**config.mk**
```make
export PLATFORM = sky130hd
export DESIGN_NAME = wishbone_arbiter_2m
export DESIGN_NICKNAME = d
export VERILOG_FILES = /design/src/rtl/wishbone_arbiter_2m_pkg.sv /design/src/rtl/wb_bus_watchdog.sv /design/src/rtl/wishbone_arbiter_2m.sv
export SDC_FILE = /design/constraint.sdc
export NUM_CORES = 1
export LEC_CHECK = 0
export ABC_AREA = 1
export CELL_PAD_IN_SITES_DETAIL_PLACEMENT = 1
export CELL_PAD_IN_SITES_GLOBAL_PLACEMENT = 1
export CORE_ASPECT_RATIO = 0.75
export CORE_MARGIN = 5
export CORE_UTILIZATION = 12
export DETAILED_ROUTE_END_ITERATION = 8
export GPL_ROUTABILITY_DRIVEN = 0
export GPL_TIMING_DRIVEN = 0
export PLACE_DENSITY = 0.9
export SYNTH_ARGS = -nofsm -noshare
export SYNTH_HDL_FRONTEND = slang
export SYNTH_SLANG_ARGS = --single-unit
```
**constraint.sdc**
```tcl
create_clock -name clk -period 2.1 [get_ports clk]
set_input_delay 0.21 -clock clk [delete_from_list [all_inputs] [get_ports clk]]
set_output_delay 0.21 -clock clk [all_outputs]
set_load 0.01 [all_outputs]
```
**src/rtl/wishbone_arbiter_2m_pkg.sv**
```systemverilog
// Shared types and constants for the two-master Wishbone arbiter.
// State encodings double as the one-hot grant vector {m1,m0}.
package wishbone_arbiter_2m_pkg;

   typedef enum logic [1:0] {
      ARB_IDLE = 2'b00,
      ARB_GNT0 = 2'b01,
      ARB_GNT1 = 2'b10
   } arb_state_e;

   localparam logic [31:0] ZERO_WORD     = 32'h0000_0000;
   localparam logic        RST_ENABLE    = 1'b1;
   localparam logic        WRITE_DISABLE = 1'b0;

   typedef struct packed {
      logic [31:0] addr;
      logic [31:0] data;
      logic        we;
      logic [3:0]  sel;
      logic        stb;
      logic        cyc;
   } wb_req_t;

   localparam wb_req_t REQ_IDLE = '{addr: ZERO_WORD, data: ZERO_WORD, we: WRITE_DISABLE,
                                    sel: 4'h0, stb: 1'b0, cyc: 1'b0};

endpackage

```
**src/rtl/wb_bus_watchdog.sv**
```systemverilog
// Counts strobe cycles without an ack and flags expiry on the TIMEOUT-th one.
// Combinational expire from registered count; ack in the same cycle suppresses it.
module wb_bus_watchdog
   import wishbone_arbiter_2m_pkg::*;
#(
   parameter int TIMEOUT = 255,
   parameter int TMO_W   = 8
) (
   input  logic clk,
   input  logic rst,
   input  logic clr,
   input  logic run,
   input  logic ack,
   output logic expire
);

   localparam logic [TMO_W-1:0] LAST_CNT = TMO_W'(TIMEOUT - 1);

   logic [TMO_W-1:0] cnt_q, cnt_d;

   assign expire = run & ~ack & (cnt_q == LAST_CNT);

   always_comb begin
      cnt_d = cnt_q;
      if (clr || ack || expire) begin
         cnt_d = '0;
      end else if (run) begin
         cnt_d = cnt_q + 1'b1;
      end
   end

   always_ff @(posedge clk) begin
      if (rst == RST_ENABLE) begin
         cnt_q <= '0;
      end else begin
         cnt_q <= cnt_d;
      end
   end

endmodule

```
**src/rtl/wishbone_arbiter_2m.sv**
```systemverilog
// Two-master Wishbone arbiter: registered per-cycle grant, combinational muxes,
// watchdog abort on a silent slave. Response path adds no latency.
module wishbone_arbiter_2m
   import wishbone_arbiter_2m_pkg::*;
#(
   parameter bit RR_EN   = 1'b0,
   parameter int TIMEOUT = 255,
   parameter int TMO_W   = 8
) (
   input  logic        clk,
   input  logic        rst,
   input  logic [31:0] m0_addr_i,
   input  logic [31:0] m0_data_i,
   input  logic        m0_we_i,
   input  logic [3:0]  m0_sel_i,
   input  logic        m0_stb_i,
   input  logic        m0_cyc_i,
   output logic [31:0] m0_data_o,
   output logic        m0_ack_o,
   output logic        m0_err_o,
   input  logic [31:0] m1_addr_i,
   input  logic [31:0] m1_data_i,
   input  logic        m1_we_i,
   input  logic [3:0]  m1_sel_i,
   input  logic        m1_stb_i,
   input  logic        m1_cyc_i,
   output logic [31:0] m1_data_o,
   output logic        m1_ack_o,
   output logic        m1_err_o,
   output logic [31:0] s_addr_o,
   output logic [31:0] s_data_o,
   output logic        s_we_o,
   output logic [3:0]  s_sel_o,
   output logic        s_stb_o,
   output logic        s_cyc_o,
   input  logic [31:0] s_data_i,
   input  logic        s_ack_i,
   output logic [1:0]  gnt_o
);

   arb_state_e state_q, state_d;
   logic       last_q, last_d;   // 1: m1 was granted most recently
   wb_req_t    m0_req, m1_req, own_req;
   logic       own_ack, abort, wd_clr;

   assign m0_req = '{addr: m0_addr_i, data: m0_data_i, we: m0_we_i,
                     sel: m0_sel_i, stb: m0_stb_i, cyc: m0_cyc_i};
   assign m1_req = '{addr: m1_addr_i, data: m1_data_i, we: m1_we_i,
                     sel: m1_sel_i, stb: m1_stb_i, cyc: m1_cyc_i};

   always_comb begin
      own_req = REQ_IDLE;
      case (state_q)
         ARB_GNT0: own_req = m0_req;
         ARB_GNT1: own_req = m1_req;
         default:  own_req = REQ_IDLE;
      endcase
   end

   // Re-arbitrate only when idle or when the owner has released cyc.
   always_comb begin
      state_d = state_q;
      last_d  = last_q;
      if (state_q == ARB_IDLE || !own_req.cyc) begin
         if (m0_cyc_i && m1_cyc_i) begin
            state_d = (RR_EN && !last_q) ? ARB_GNT1 : ARB_GNT0;
         end else if (m0_cyc_i) begin
            state_d = ARB_GNT0;
         end else if (m1_cyc_i) begin
            state_d = ARB_GNT1;
         end else begin
            state_d = ARB_IDLE;
         end
         if (state_d != ARB_IDLE) begin
            last_d = (state_d == ARB_GNT1);
         end
      end
   end

   always_ff @(posedge clk) begin
      if (rst == RST_ENABLE) begin
         state_q <= ARB_IDLE;
         last_q  <= 1'b1;
      end else begin
         state_q <= state_d;
         last_q  <= last_d;
      end
   end

   // Acks only count against a live strobe; stray acks never reach a master.
   assign own_ack = s_ack_i & own_req.stb;
   assign wd_clr  = (state_q == ARB_IDLE) || (state_d != state_q);

   wb_bus_watchdog #(
      .TIMEOUT (TIMEOUT),
      .TMO_W   (TMO_W)
   ) u_wdog (
      .clk    (clk),
      .rst    (rst),
      .clr    (wd_clr),
      .run    (own_req.stb),
      .ack    (own_ack),
      .expire (abort)
   );

   assign s_addr_o = own_req.addr;
   assign s_data_o = own_req.data;
   assign s_we_o   = own_req.we;
   assign s_sel_o  = own_req.sel;
   assign s_stb_o  = own_req.stb & ~abort;
   assign s_cyc_o  = own_req.cyc;
   assign gnt_o    = state_q;

   assign m0_data_o = (state_q == ARB_GNT0) ? s_data_i : ZERO_WORD;
   assign m0_ack_o  = (state_q == ARB_GNT0) & own_ack;
   assign m0_err_o  = (state_q == ARB_GNT0) & abort;
   assign m1_data_o = (state_q == ARB_GNT1) ? s_data_i : ZERO_WORD;
   assign m1_ack_o  = (state_q == ARB_GNT1) & own_ack;
   assign m1_err_o  = (state_q == ARB_GNT1) & abort;

endmodule

```
==> summary.md, run 1 <==
| Metric | Value |
|---|---|
| Synth Register Bits | 10 |
| Final setup fails | 0 |
| Startpoint Class | register |
| CTS Buf Count | 3 |
| Seq/Total Area, Yosys | 9.39% |
| Via density | 4.02 |
| First-pass GRT wire length | 23,800 microns |
| Yosys cell types | 18 |
| Most used DFF post-synth | dfxtp_1 |
| Fmax achieved | 493 MHz |
| NumNets Final | 978 |
| Syn Inst Count | 469 |
| FF-to-FF End | u_wdog.cnt_q[3]$_SDFFE_PP0N_ |
| Synth async-reset ratio | 0% |
| Post-synth EDFFs | 0 |
| Period utilisation layout | 96.7% |
| Overall die height | 125 microns |
| Synth Area per Inst | 4.55 sq um |
| Clock sink count | 10 |
| CP Class | reg -> out |
| FF-to-FF setup slack | 0.27 ns |
| WP data arrival | 1.82 ns |
| Boundary Pins | 318 |
| # diodes | 0 |
| Via Count | 4,168 |
| Site row count | 42 |
| Clock buffer depth | 2 |
| All-layer global routing usage | 14.4% |
| Port Buffers | 317 |
| Nature of the critical path endpoint | output port |
| Worst hold path class | reg -> reg |
| Commonest non-fill, non-tap cell in the layout | nand2_1 |
| Leakage | 0.00364 uW |
| Peak VDD IR | 0.182 mV |
| Core area | 17,600 sq um |
| Critical Path RT | 1.89 ns |
| Final hold violation count | 0 |
| Max-Cap Viols | 0 |
| Worst-Skew Late Latency | 0.24 ns |
| R2R cell count | 11 |
| H-Tree Depth | 1 |
| TritonRoute pass-1 iters | 4 |
| Worst-path clk slew | 0.04 ns |
| Period minus WS final | 2.03 ns |
| Final WS setup | 0.0702 ns |
| Worst path max stage delay | 0.37 ns |
| Largest net degree at the start of global routing | 11 |
| Ys Warns | 0 |
| Cell Pwr Density | 249 nW/um^2 |
| Commonest non-fill, non-tap cells in the layout | nand2_1, clkdlybuf4s50_1, dlygate4sd2_1 |
| CP Cell Sequence | inv_2 -> ha_4 -> clkbuf_16 -> buf_4 -> nand2_1 -> a21oi_1 -> dlygate4sd2_1 |
| Routed len/inst | 15.9 microns |
| DIE WIDTH | 164 microns |
| Layout cells sized above 1 | 7.04% |
| Syn Nets | 651 |
| Die area | 20,600 sq um |
| Starting Density | 12.1% |
| Initial antenna violation count | 0 |
| 1st-iter DRT viols | 135 |
| Total grt overflow | 0 |
| Clk root buf | clkbuf_16 |
| Hold EP | gnt_o[0]$_SDFF_PP0_ |
| Hold Startpoint | gnt_o[0]$_SDFF_PP0_ |
| TritonCTS clock tree | done |
| Crit Path Max Fanout | 10 |
| Vias in the first global route | 4,500 |
| Setup Skew | 0.000318 ns |
| Antenna viol nets, final | 0 |
| Pins Over Slew Limit | 0 |
| Synthesized area | 2130 sq um |
| HPWL after DPL | 13,700 microns |
| Design Area, Final | 5930 sq um |
| Status | completed |
| WL final | 16,500 microns |
| Placed instance area | 5610 sq um |
| Layout area overhead | 178% |
| Worst path slowest cell | dfxtp_4 |
| Worst Hold Path Cells | 2 |
| Max_slew headroom | 77.7% |
| Drt drc | 0 |
| DP Worst Slack | -0.757 ns |
| Tightest Pin Transition | 0.334 ns |
| Worst r2r src | gnt_o[1]$_SDFF_PP0_ |
| Hold_buf cts | 0 |
per-stage QoR:
step	TNS [ns]	power, uW	utilization, %	cells	hold slack, ns
final	0	1480	33.8	1037	0.564
after CTS	-0.893	1490	33.1	1034	0.553
after floorplan	0	464	-	469	0.288
after global routing	-0.0348	1570	33.8	1037	0.584
after detailed placement	-79.18	1090	32.0	1028	0.547
after global placement	-76.71	1080	32.0	1028	0.534
final cells by class:
| cell class | count | area, sq um |
|---|---|---|
| clock buffers | 4 | 88.8 |
| fillers | 2299 | 11600 |
| flip-flops and latches | 10 | 208 |
| multi-input cells | 343 | 1530 |
| well taps | 242 | 303 |
| plain buffers | 29 | 312 |
| inverters | 87 | 329 |
| repair buffers | 322 | 3160 |
worst max-delay path by stage:
| stage | from | end | slack (ns) |
|---|---|---|---|
| 3_3_place_gp | gnt_o[1]$_SDFF_PP0_ | s_data_o[2] | -0.76 |
| 5_1_grt | gnt_o[1]$_SDFF_PP0_ | s_addr_o[2] | -0.01 |
| 4_1_cts | gnt_o[1]$_SDFF_PP0_ | s_addr_o[31] | -0.15 |
| 2_1_floorplan | gnt_o[1]$_SDFF_PP0_ | s_addr_o[0] | 0.48 |
| 6_report | gnt_o[1]$_SDFF_PP0_ | s_addr_o[1] | 0.07 |
| 3_5_place_dp | gnt_o[0]$_SDFF_PP0_ | s_addr_o[12] | -0.76 |
cells by family (layout without fill, tap and decap cells):
group	count (synthesis)	count (layout)	synth area share, %
flops	10	10	9.39
buf+inv	116	442	21.0
compound gates	75	75	17.8
xor+xnor	6	6	2.46
fa+ha+maj	5	5	2.93
simple gates	257	257	46.4
flip-flops by register name, indices dropped and copies added, names as in the netlist:
signal        cells
u_wdog.cnt_q      8
gnt_o             2
where the power goes:
| group | internal, uW | leakage [uW] | total (uW) | switching, uW |
|---|---|---|---|---|
| sequential | 192 | 0.0000822 | 197 | 5.08 |
| combinational | 516 | 0.00352 | 897 | 381 |
| clock | 287 | 0.0000442 | 383 | 96.2 |
critical path: cells and delay by family, from the launching register on:
kind | cells | cell delay, ns
simple gates | 1 | 0.08
buf+inv | 4 | 0.77
fa+ha+maj | 1 | 0.18
flops | 1 | 0.37
compound gates | 1 | 0.17
timing repair:
action | in CTS | in global routing
hold endpoints to repair | 0 | 0
setup endpoints to repair | 139 | 81
setup buffers | 2 | 3
gates resized for setup | 178 | 57
pin swaps | 0 | 0
synthesized netlist by cell type, types with 2 or more instances:
library cell | number | area (sq um)
a211oi_1 | 2 | 15.0
a21oi_1 | 71 | 355
buf_2 | 10 | 50.1
clkbuf_1 | 19 | 71.3
dfxtp_1 | 10 | 200
ha_1 | 5 | 62.6
inv_1 | 85 | 319
inv_2 | 2 | 7.51
nand2_1 | 226 | 848
nand3_1 | 6 | 30.0
nand4_1 | 2 | 12.5
nor2_1 | 20 | 75.1
o21ai_0 | 2 | 10.0
xnor2_1 | 2 | 17.5
xor2_1 | 4 | 35.0
layer usage:
layer	share of wire, %	track usage, %	up-vias
met2	50	27.0	202
met4	1.5	2.12	0
met1	39	16.4	1911
li1	-	-	2037
met5	0	0	-
met3	9.3	4.21	18
(Power assumes the default switching activity.)
==> run 2: changes to the inputs <==
Settings changed: SKIP_LAST_GASP from default to 1.
==> summary.md, run 2 (synthesized netlist as in run 1, its figures left out) <==
| Metric | Value |
|---|---|
| Status | completed |
| DIE WIDTH | 164 microns |
| TritonCTS clock tree | done |
| H-Tree Depth | 1 |
| Overall die height | 125 microns |
| DR top layer | met4 |
| Final hold violation count | 0 |
| R2R cell count | 11 |
| Die area | 20,600 sq um |
| Clk root buf | clkbuf_16 |
| Cell Pwr Density | 249 nW/um^2 |
| Design Area, Final | 5950 sq um |
| Commonest non-fill, non-tap cells in the layout | nand2_1, clkdlybuf4s50_1, dlygate4sd2_1 |
| Core area | 17,600 sq um |
| Via density | 4.03 |
| TritonRoute pass-1 iters | 4 |
| Antenna viol nets, final | 0 |
| Nature of the critical path endpoint | output port |
| DR WL met2 | 8250 microns |
| CTS Buf Count | 3 |
| Worst-Skew Late Latency | 0.24 ns |
| Hold Startpoint | gnt_o[0]$_SDFF_PP0_ |
| Max_slew headroom | 76.7% |
| Max-Cap Viols | 0 |
| Hold EP | gnt_o[0]$_SDFF_PP0_ |
| Met1 wire length | 6490 microns |
| HPWL after DPL | 13,700 microns |
| 1st-iter DRT viols | 128 |
| Worst r2r src | gnt_o[1]$_SDFF_PP0_ |
| Largest register FFs | 8 |
| Starting Density | 12.1% |
| Startpoint Class | register |
| Period utilisation layout | 96.5% |
| NumNets Final | 978 |
| Initial antenna violation count | 0 |
| Crit Path Max Fanout | 10 |
| Worst Hold Path Cells | 2 |
| Total grt overflow | 0 |
| Fmax achieved | 493 MHz |
| Placed instance area | 5610 sq um |
| Metal3 WL | 1580 microns |
| First-pass GRT wire length | 23,800 microns |
| Layout area overhead | 179% |
| Layout cells sized above 1 | 7.04% |
| FF-to-FF End | u_wdog.cnt_q[3]$_SDFFE_PP0N_ |
| Leakage | 0.00373 uW |
| Largest net degree at the start of global routing | 11 |
| Boundary Pins | 318 |
| Peak VDD IR | 0.182 mV |
| Routed len/inst | 16.0 microns |
| Vias in the first global route | 4,497 |
| Period minus WS final | 2.03 ns |
| Most flops, register | u_wdog.cnt_q |
| WL final | 16,600 microns |
| Tightest Pin Transition | 0.348 ns |
| Final core area utilization | 33.9% |
| Commonest non-fill, non-tap cell in the layout | nand2_1 |
| Setup Skew | 0.000428 ns |
| Critical Path RT | 1.89 ns |
| # diodes | 0 |
| CP Class | reg -> out |
| Worst hold path class | reg -> reg |
| Final setup fails | 0 |
| Via Count | 4,178 |
| Pins Over Slew Limit | 0 |
| Port Buffers | 317 |
| Clock buffer depth | 2 |
| WP data arrival | 1.82 ns |
| Drt drc | 0 |
| FF-to-FF setup slack | 0.26 ns |
| All-layer global routing usage | 14.4% |
| Site row count | 42 |
| Worst hold slack | 0.567 ns |
| Worst-path clk slew | 0.04 ns |
| Clock sink count | 10 |
[run 2: changes by cell type in the layout (fill, tap and decap cells not counted)]
| cell | change |
|---|---|
| dlygate4sd2_1 | -7 |
| dlymetal6s2s_1 | +7 |
[run 2: layout make-up]
type	instances	area (sq um)
multi-input combinational	343	1530
tap	242	303
buffer	29	312
clock buffer	4	88.8
sequential	10	208
timing repair buffer	322	3180
fill	2291	11600
inverter	87	329
[run 2: worst max-delay path, stage by stage (launching register included)]
cell and delay, ns:
dfxtp_4 0.37, inv_2 0.11, ha_4 0.18, clkbuf_16 0.18, buf_4 0.19, nand2_1 0.08
a21oi_1 0.17, dlygate4sd2_1 0.29
[run 2: timing repair]
action / in CTS / in global routing
hold buffers: 0 / 0
setup buffers: 2 / 3
gates resized for setup: 170 / 65
endpoints found under the setup margin: 139 / 89
[run 2: worst max path at each step]
stage | from | depth (start not counted) | to | slack, ns
after floorplan | gnt_o[1]$_SDFF_PP0_ | 6 | s_addr_o[0] | 0.48
after global placement | gnt_o[1]$_SDFF_PP0_ | 7 | s_data_o[2] | -0.76
after detailed placement | gnt_o[0]$_SDFF_PP0_ | 7 | s_addr_o[12] | -0.76
after CTS | gnt_o[1]$_SDFF_PP0_ | 7 | s_data_o[7] | -0.16
after global routing | gnt_o[1]$_SDFF_PP0_ | 7 | s_addr_o[2] | -0.01
final | gnt_o[1]$_SDFF_PP0_ | 7 | s_addr_o[1] | 0.07
[run 2: report_power, final]
| group | switching, uW | leakage [uW] | total [uW] | internal [uW] |
|---|---|---|---|---|
| registers | 5.07 | 0.0000822 | 197 | 192 |
| logic | 382 | 0.00361 | 900 | 519 |
| clock network | 95.6 | 0.0000442 | 383 | 287 |
[run 2: metrics by stage]
stage,cells,TNS [ns],setup WS [ns],power [uW]
6_report,1037,0,0.0735,1480
5_1_grt,1037,-0.0348,-0.0106,1570
4_1_cts,1034,-1.26,-0.156,1490
3_5_place_dp,1028,-79.18,-0.757,1090
3_3_place_gp,1028,-76.71,-0.762,1080
2_1_floorplan,469,0,0.478,464
[run 2: per-layer routing]
metal,GRT usage (%),vias to the layer above
met3,4.21,18
met5,0,-
met4,2.12,0
li1,-,2041
met2,27.0,202
met1,16.4,1917
==> run 3: changes to the inputs <==
Settings changed: GPL_TIMING_DRIVEN 0 to default.
==> summary.md, run 3 (synthesized netlist as in run 1, its figures left out) <==
| Metric | Value |
|---|---|
| Setup Skew | 0.00184 ns |
| TritonRoute pass-1 iters | 4 |
| Pins Over Slew Limit | 0 |
| Boundary Pins | 318 |
| Vias in the first global route | 4,332 |
| Placed insts | 1,014 |
| Antenna viol nets, final | 0 |
| Initial antenna violation count | 0 |
| All-layer global routing usage | 13.8% |
| Leakage | 0.00448 uW |
| FF-to-FF setup slack | 0.18 ns |
| Worst Hold Path Cells | 2 |
| Largest net degree at the start of global routing | 57 |
| R2R cell count | 12 |
| Nature of the critical path endpoint | output port |
| Fin cells | 1,032 |
| Critical Path RT | 1.89 ns |
| Worst-Skew Late Latency | 0.23 ns |
| Max_slew headroom | 81.5% |
| Clk root buf | clkbuf_16 |
| HPWL after DPL | 12,900 microns |
| TritonCTS clock tree | done |
| Via Count | 4,216 |
| Die area | 20,600 sq um |
| First-pass GRT wire length | 23,000 microns |
| Overall die height | 125 microns |
| RSZ-0062 raised after global routing | true |
| Via density | 4.09 |
| Drt drc | 0 |
| Core area | 17,600 sq um |
| FF-to-FF End | u_wdog.cnt_q[4]$_SDFFE_PP0N_ |
| Met3 Usage GRT | 3.68% |
| Startpoint Class | register |
| Site row count | 42 |
| Most flops, register | u_wdog.cnt_q |
| Hold Startpoint | u_wdog.cnt_q[3]$_SDFFE_PP0N_ |
| Worst hold path class | reg -> reg |
| Tightest Pin Transition | 0.278 ns |
| Worst r2r src | gnt_o[0]$_SDFF_PP0_ |
| Layout cells sized above 1 | 6.71% |
| Violated checks | negative setup slack |
| Clock buffer depth | 2 |
| Commonest non-fill, non-tap cells in the layout | nand2_1, clkdlybuf4s50_1, dlymetal6s2s_1 |
| Routed len/inst | 16.4 microns |
| Final WS setup | -0.132 ns |
| Layout area overhead | 191% |
| Period utilisation layout | 106% |
| Hold EP | u_wdog.cnt_q[3]$_SDFFE_PP0N_ |
| Port Buffers | 317 |
| Fmax achieved | 448 MHz |
| Cell Pwr Density | 237 nW/um^2 |
| Period minus WS final | 2.23 ns |
| Peak VDD IR | 0.195 mV |
| # diodes | 0 |
| Status | complete, but fails checks |
| CP Class | reg -> out |
| Largest register FFs | 8 |
| Final hold violation count | 0 |
| Commonest non-fill, non-tap cell in the layout | nand2_1 |
| Final setup fails | 3 |
| NumNets Final | 974 |
| Crit Path Max Fanout | 56 |
| DP Worst Slack | 0.0331 ns |
| Busiest metal layer after global routing | met2 |
| WL final | 16,900 microns |
| Clock sink count | 10 |
| 1st-iter DRT viols | 250 |
| Total grt overflow | 0 |
| Met1 Track Usage GR | 15.5% |
| H-Tree Depth | 1 |
| Global Route met2 Usage | 26.0% |
| WP data arrival | 2.02 ns |
| Max-Cap Viols | 0 |
| Starting Density | 12.1% |
| Worst-path clk slew | 0.04 ns |
| CTS Buf Count | 3 |
| DIE WIDTH | 164 microns |
[run 3: cell types whose count changed in the layout (fill, tap and decap cells not counted), moves of 3 or more]
cell	delta
nand2_1	-3
dlygate4sd2_1	-55
clkbuf_4	-5
clkbuf_8	-8
buf_4	+7
clkdlybuf4s50_1	+3
buf_6	-6
buf_12	+8
clkdlybuf4s15_1	-5
dlymetal6s2s_1	+57
[run 3: routing by layer]
| layer | wire length (microns) | part of all wire [%] |
|---|---|---|
| met5 | 0 | 0 |
| met4 | 258 | 1.5 |
| met3 | 1580 | 9.3 |
| met1 | 6460 | 38 |
| met2 | 8590 | 51 |
[run 3: what timing repair did]
action                     in CTS  in global routing
setup endpoints to repair      78                117
hold buffers                    0                  0
buffers inserted                4                  8
gates cloned                    2                  2
hold endpoints to repair        0                  0
resized for setup              42                116
pin swaps                       0                  3
[run 3: area by class of cell]
| cell class | count | area (sq um) |
|---|---|---|
| clock buffer | 3 | 75.1 |
| fill | 2262 | 11300 |
| inverter | 87 | 327 |
| multi-input combinational | 343 | 1550 |
| sequential | 10 | 200 |
| tap | 242 | 303 |
| timing repair buffer | 347 | 3760 |
[run 3: power breakdown]
group          internal, uW  total, uW  switching (uW)  leakage [uW]
registers               193        195            1.48     0.0000810
logic                   551        946             395       0.00437
clock network           246        330            83.5     0.0000370
total                   990       1470             480       0.00448
[run 3: worst max path at each step]
stage                             start           end  slack (ns)  cells past startpoint
floorplan           gnt_o[1]$_SDFF_PP0_   s_addr_o[0]        0.48                      6
global placement    gnt_o[1]$_SDFF_PP0_  s_data_o[24]        0.04                      6
detailed placement  gnt_o[1]$_SDFF_PP0_  s_data_o[24]        0.03                      6
CTS                 gnt_o[0]$_SDFF_PP0_  s_addr_o[23]       -0.19                      7
global route        gnt_o[1]$_SDFF_PP0_  s_data_o[29]       -0.22                      6
finish              gnt_o[1]$_SDFF_PP0_    s_sel_o[0]       -0.13                      6
[run 3: critical path, stage by stage, from the launching register on]
cell,delay (ns)
dfxtp_1,0.35
inv_2,0.08
ha_4,0.31
inv_2,0.06
buf_12,0.18
a21oi_1,0.20
clkdlybuf4s50_1,0.57
[run 3: stage by stage]
step                      util [%]  power, uW  hold WS (ns)  setup TNS [ns]  instance area, sq um
final                         35.4       1470         0.557          -0.323                  6210
after global placement        32.4       1100         0.538               0                  5690
after global routing          35.4       1560         0.586          -0.924                  6210
after floorplan                  -        464         0.288               0                  2130
after detailed placement      32.4       1110         0.552               0                  5690
after CTS                     33.4       1470         0.568          -11.51                  5860
